## config.mk

```make
export PLATFORM = sky130hd
export DESIGN_NAME = aes_iter_ctrl
export DESIGN_NICKNAME = d
export VERILOG_FILES = /design/src/rtl/aes_ctrl_pkg.sv /design/src/rtl/aes_iter_ctrl.sv
export SDC_FILE = /design/constraint.sdc
export NUM_CORES = 1
export LEC_CHECK = 0
export CAP_MARGIN = 20
export CORE_AREA = 5 5 350 352
export DETAILED_ROUTE_END_ITERATION = 8
export DIE_AREA = 0 0 355 357
export HOLD_SLACK_MARGIN = 0.03
export MAX_ROUTING_LAYER = met4
export PLACE_DENSITY = 0.34
export SLEW_MARGIN = 20
export SYNTH_ARGS = -nofsm -noshare
export SYNTH_HDL_FRONTEND = slang
export SYNTH_SLANG_ARGS = --single-unit
```

## constraint.sdc

```tcl
create_clock -name clk -period 2.2 [get_ports clk]
set_input_delay 0.55 -clock clk [delete_from_list [all_inputs] [get_ports clk]]
set_output_delay 0.55 -clock clk [all_outputs]
set_load 0.01 [all_outputs]
```

## src/rtl/aes_ctrl_pkg.sv

```systemverilog
// Shared definitions for the iterative AES-128 controller: block width,
// default round count and the controller state encoding.
package aes_ctrl_pkg;

  localparam int AES_BLOCK_W    = 128;
  localparam int NUM_ROUNDS_DEF = 10;

  typedef enum logic [1:0] {
    ST_IDLE = 2'd0,
    ST_RUN  = 2'd1,
    ST_DONE = 2'd2
  } aes_state_e;

endpackage

```

## src/rtl/aes_iter_ctrl.sv

```systemverilog
// Iterative AES-128 sequencer: owns the state/round-key registers and the round
// counter, and drives an external combinational round datapath and key step.
module aes_iter_ctrl
  import aes_ctrl_pkg::*;
#(
  parameter int NUM_ROUNDS = NUM_ROUNDS_DEF,
  parameter int ROUND_W    = 4
) (
  input  logic                   clk,
  input  logic                   rst_n,
  input  logic                   flush,
  input  logic                   in_valid,
  output logic                   in_ready,
  input  logic [AES_BLOCK_W-1:0] in_data,
  input  logic [AES_BLOCK_W-1:0] in_key,
  output logic                   out_valid,
  input  logic                   out_ready,
  output logic [AES_BLOCK_W-1:0] out_data,
  output logic                   busy,
  output logic [ROUND_W-1:0]     dp_round,
  output logic                   dp_last,
  output logic [AES_BLOCK_W-1:0] dp_data,
  output logic [AES_BLOCK_W-1:0] dp_key,
  input  logic [AES_BLOCK_W-1:0] dp_out_data,
  input  logic [AES_BLOCK_W-1:0] dp_out_key
);

  localparam logic [ROUND_W-1:0] LAST_RND = ROUND_W'(NUM_ROUNDS);

  aes_state_e               fsm_q, fsm_d;
  logic [ROUND_W-1:0]       rnd_q, rnd_d;
  logic [AES_BLOCK_W-1:0]   state_r, state_nx;
  logic [AES_BLOCK_W-1:0]   key_r, key_nx;

  always_ff @(posedge clk or negedge rst_n) begin
    if (!rst_n) begin
      fsm_q   <= ST_IDLE;
      rnd_q   <= '0;
      state_r <= '0;
      key_r   <= '0;
    end else begin
      fsm_q   <= fsm_d;
      rnd_q   <= rnd_d;
      state_r <= state_nx;
      key_r   <= key_nx;
    end
  end

  // flush outranks everything; an out-of-range counter is treated as corruption
  always_comb begin
    fsm_d    = fsm_q;
    rnd_d    = rnd_q;
    state_nx = state_r;
    key_nx   = key_r;
    if (flush) begin
      fsm_d    = ST_IDLE;
      rnd_d    = '0;
      state_nx = '0;
      key_nx   = '0;
    end else if (rnd_q > LAST_RND) begin
      fsm_d = ST_IDLE;
      rnd_d = '0;
    end else begin
      case (fsm_q)
        ST_IDLE: begin
          if (in_valid) begin
            state_nx = in_data ^ in_key;
            key_nx   = in_key;
            rnd_d    = ROUND_W'(1);
            fsm_d    = ST_RUN;
          end
        end
        ST_RUN: begin
          state_nx = dp_out_data;
          key_nx   = dp_out_key;
          if (rnd_q == LAST_RND) begin
            rnd_d = '0;
            fsm_d = ST_DONE;
          end else begin
            rnd_d = rnd_q + ROUND_W'(1);
          end
        end
        ST_DONE: begin
          if (out_ready) fsm_d = ST_IDLE;
        end
        default: begin
          fsm_d = ST_IDLE;
          rnd_d = '0;
        end
      endcase
    end
  end

  // Every output is a decode of registers, keeping the datapath loop free of comb paths
  assign in_ready  = (fsm_q == ST_IDLE);
  assign out_valid = (fsm_q == ST_DONE);
  assign busy      = (fsm_q == ST_RUN) || (fsm_q == ST_DONE);
  assign out_data  = state_r;
  assign dp_round  = rnd_q;
  assign dp_last   = (rnd_q == LAST_RND);
  assign dp_data   = state_r;
  assign dp_key    = key_r;

endmodule

```

==> results.md <==
* Switch Pwr at 0.01645 W
* Outcome: finished, final reports clean
* Largest net degree at the start of global routing at 85
* CP endpoint kind: primary output
* Flop pwr share at a little under a quarter
* Logic pwr share at between 60 and 70%
* Multi-input gate area at approximately 0.0079 mm²
* CTS tree: built
* Worst Path Required at approximately 1.7 ns
* Rel. slew slack at 57.74%
* Hold Fails Final Rpt at 0
* Share of layout cells above drive strength 1 at between 10% and 20%
* Clock network power share at 16.1%
* Post-DP HPWL at between 70,000 and 80,000 µm
* Syn nets at 2,209
* Synth area leader: dfrtp_1
* R2r endpoint: dp_data[88]
* Top Family by Delay on Critical Path: buffers and inverters
* Final Max Slew Viols at 0
* Avg Cell Area, Syn at 9.640 µm²
* Starting density of the core at 13.65%
* Die width at 355 µm
* Drt pass-1 iters at 5
* Tcrit/Tclk final at a little over nine tenths
* Setup CP Type: reg -> out
* Syn Std Cell Area at about 0.016 mm²
* Yosys warnings at 0
* Sequential cell area at roughly 0.0066 mm²
* FP Rows at 127
* RSZ-0062 raised after global routing: true
* Placer Congestion at about 0.89
* Final std cell area, no fill at about 0.029 mm²
* Met2 usage at 25.62%
* Global-route wire length before repair at about 130,000 µm
* Drt total wl at 98,190 µm
* Type of origin of the critical path: flip-flop
* Routing usage on met1 at between 10% and 20%
* Hold Path Class: in -> reg
* Clock edge transition at the registers on the reported setup and hold paths at around 0.060 ns
* R2R setup slack at 0.14 ns
* Met3 usage at under 10%
* Clock sink count at roughly 260
* PortBufs at 908
* GRT overflow at 0
* Reg2Reg Depth at 8
* Worst reg2reg startpoint: fsm_q[1]
* Power per cell area at roughly 1300 mW/mm²
* Antenna-violating nets left at 0
* Root buffer cell: clkbuf_16
* Total I/O pin count at a little over 900
* Vias per Instance at 4.011
* All-Layer GR Usage at ~15%
* Maximum operating frequency at 464.0 MHz
* CP max stage delay at 0.57 ns
* Worst Path Buf+Inv at 1
* Seq/Total Area, Yosys at between 40 and 50%
* Final min period at ~2.2 ns
* Fill count at ~13,000
* CP Max Fanout at 3
* Worst Hold End: dp_data[2]
* Vias in the first global route at 17,720
* Library cells used by synthesis at 42
* H-tree depth at 2
* Die ar. at 0.1267 mm²
* Max Cap Viol at 0
* Bufs on Longest Clock Path at 3
* # setup viols final at 0
* Peak VDD IR at roughly 0.60 mV
* Grt peak-use layer: met2
* CTS Buf Count at 39
* Critical path's slowest cell: clkdlybuf4s50_1
* Syn Inst Count at about 1,700
* Top-area cell type share of the netlist area at about two fifths
* Static Leak at about 11 nW
* Via Count at 16,390
* WP data arrival at around 1.6 ns
* Worst Hold Launch: flush
* Clock latency on the worst-skew pair at 0.59 ns
* Area contributors post-synth: dfrtp_1 40%, a211oi_2 8.9%, mux2i_1 7.9%
* Sw frac at about 43%
* Antenna violations before repair at 12
* Initial DRC count at about 940
* Hold depth at 2
* Slew @ Worst Pin at between 0.6 and 0.7 ns
* Area after DPL at 0.02722 mm²
* Die Ht at approximately 360 µm
* Wire per inst at ~24 µm
* Core area at approximately 0.12 mm²
* Area Growth Syn to Fin at 76.28%
* Worst Skew at roughly 0.036 ns
* DRC Markers at 0
* Hold slack final at ~0.21 ns
* Total internal power at about 0.022 W
* Cell Chain, Critical Path: clkdlybuf4s50_1
* Final Power at approximately 0.039 W
* Synthesized flop and latch total at around 260
* Nets at about 3,000
## cells in the final DEF, fill, tap and decap left out, drive strengths merged, types with 63 or more instances in the layout
master / synthesis / layout
buf: 229 / 168
a21oi: 205 / 205
mux2i: 128 / 128
clkdlybuf4s50: 0 / 859
o2111ai: 76 / 76
o21ai: 184 / 184
nand2: 182 / 182
xnor2: 128 / 128
clkbuf: 67 / 63
dfrtp: 262 / 262
a211oi: 128 / 128
## cells by family (layout without fill, tap and decap cells)
logic type | Yosys count | after routing | synth area share (%)
other cells | 0 | 6 | 0
flops | 262 | 262 | 40.36
compound gates | 602 | 602 | 26.17
mux | 129 | 129 | 7.957
xor+xnor | 128 | 128 | 6.902
simple gates | 254 | 254 | 7.040
buf+inv | 303 | 1150 | 11.02
fa+ha+maj | 7 | 7 | 0.5392
## cells in the mapped netlist (all sizes together)
cell type,count
a211oi,128
a21oi,205
a22o,2
a22oi,1
a31o,1
buf,229
clkbuf,67
clkinv,1
dfrtp,262
ha,7
inv,6
mux2,1
mux2i,128
nand2,182
nand2b,2
nand3,2
nand3b,1
nand4,52
nor2,8
nor2b,3
nor3,2
nor4,2
o2111ai,76
o21a,1
o21ai,184
o2bb2ai,2
o31a,1
o31ai,1
xnor2,128
## per-stage QoR
stage	util, %	std cells	setup TNS, ns	worst slack, ns
2_1_floorplan	-	1685	0	0.3904
3_3_place_gp	22.87	3991	-46.28	-0.2507
3_5_place_dp	22.87	3991	-40.17	-0.2460
4_1_cts	24.00	4076	-0.3156	-0.1862
5_1_grt	24.06	4086	-0.04628	-0.04628
6_report	24.06	4086	0	0.04492
## worst reg2reg max path, stage by stage (launching register included)
cell	delay, ns
dfrtp_1	0.41
inv_2	0.11
ha_2	0.30
nor2b_1	0.29
nor2_4	0.10
buf_12	0.18
buf_4	0.20
nand4_1	0.19
o21ai_0	0.15
## sequential cells by signal (all words and copies together) (netlist names)
register  cells
fsm_q         2
dp_key      128
dp_data     128
dp_round      4
## worst max-delay path by stage
stage,slack [ns],from,depth (start not counted),endpoint
after floorplan,0.39,dp_round[0],7,dp_round[1]
after CTS,-0.19,dp_round[0],5,dp_last
after detailed placement,-0.25,in_valid,7,dp_key[54]
after global routing,-0.05,dp_round[0],5,dp_last
after global placement,-0.25,in_valid,7,dp_key[98]
final,0.04,dp_data[7],1,dp_data[7]
## what timing repair did
item	CTS	global route
resized for setup	93	11
gates cloned	0	1
hold buffers	1	0
endpoints found under the setup margin	105	6
buffers inserted	13	3
hold endpoints to repair	32	0
pin swaps	0	1
## metal layers
| metal | share of wire [%] | vias up |
|---|---|---|
| li1 | - | 7623 |
| met1 | 41 | 8129 |
| met2 | 51 | 528 |
| met3 | 5.0 | 109 |
| met4 | 2.7 | 0 |
| met5 | 0 | - |
## layout make-up
type / instances / area share [%]
Tap cell: 1548 / 6.764
Clock buffer: 61 / 3.976
Timing Repair Buffer: 1072 / 37.99
Sequential cell: 262 / 23.07
Antenna cell: 6 / 0.05244
Inverter: 7 / 0.1136
Multi-Input combinational cell: 1120 / 27.70
Clock inverter: 10 / 0.3365
## power by group through the flow
| stage | clock network, W | logic, W | registers [W] |
|---|---|---|---|
| after global routing | 0.00666 | 0.0252 | 0.00907 |
| final | 0.00619 | 0.0235 | 0.00884 |
| after floorplan | 0 | 0.0110 | 0.00901 |
| after detailed placement | 0 | 0.0239 | 0.00892 |
| after CTS | 0.00649 | 0.0240 | 0.00888 |
| after global placement | 0 | 0.0238 | 0.00888 |
Power figures use the tool's default switching activity.
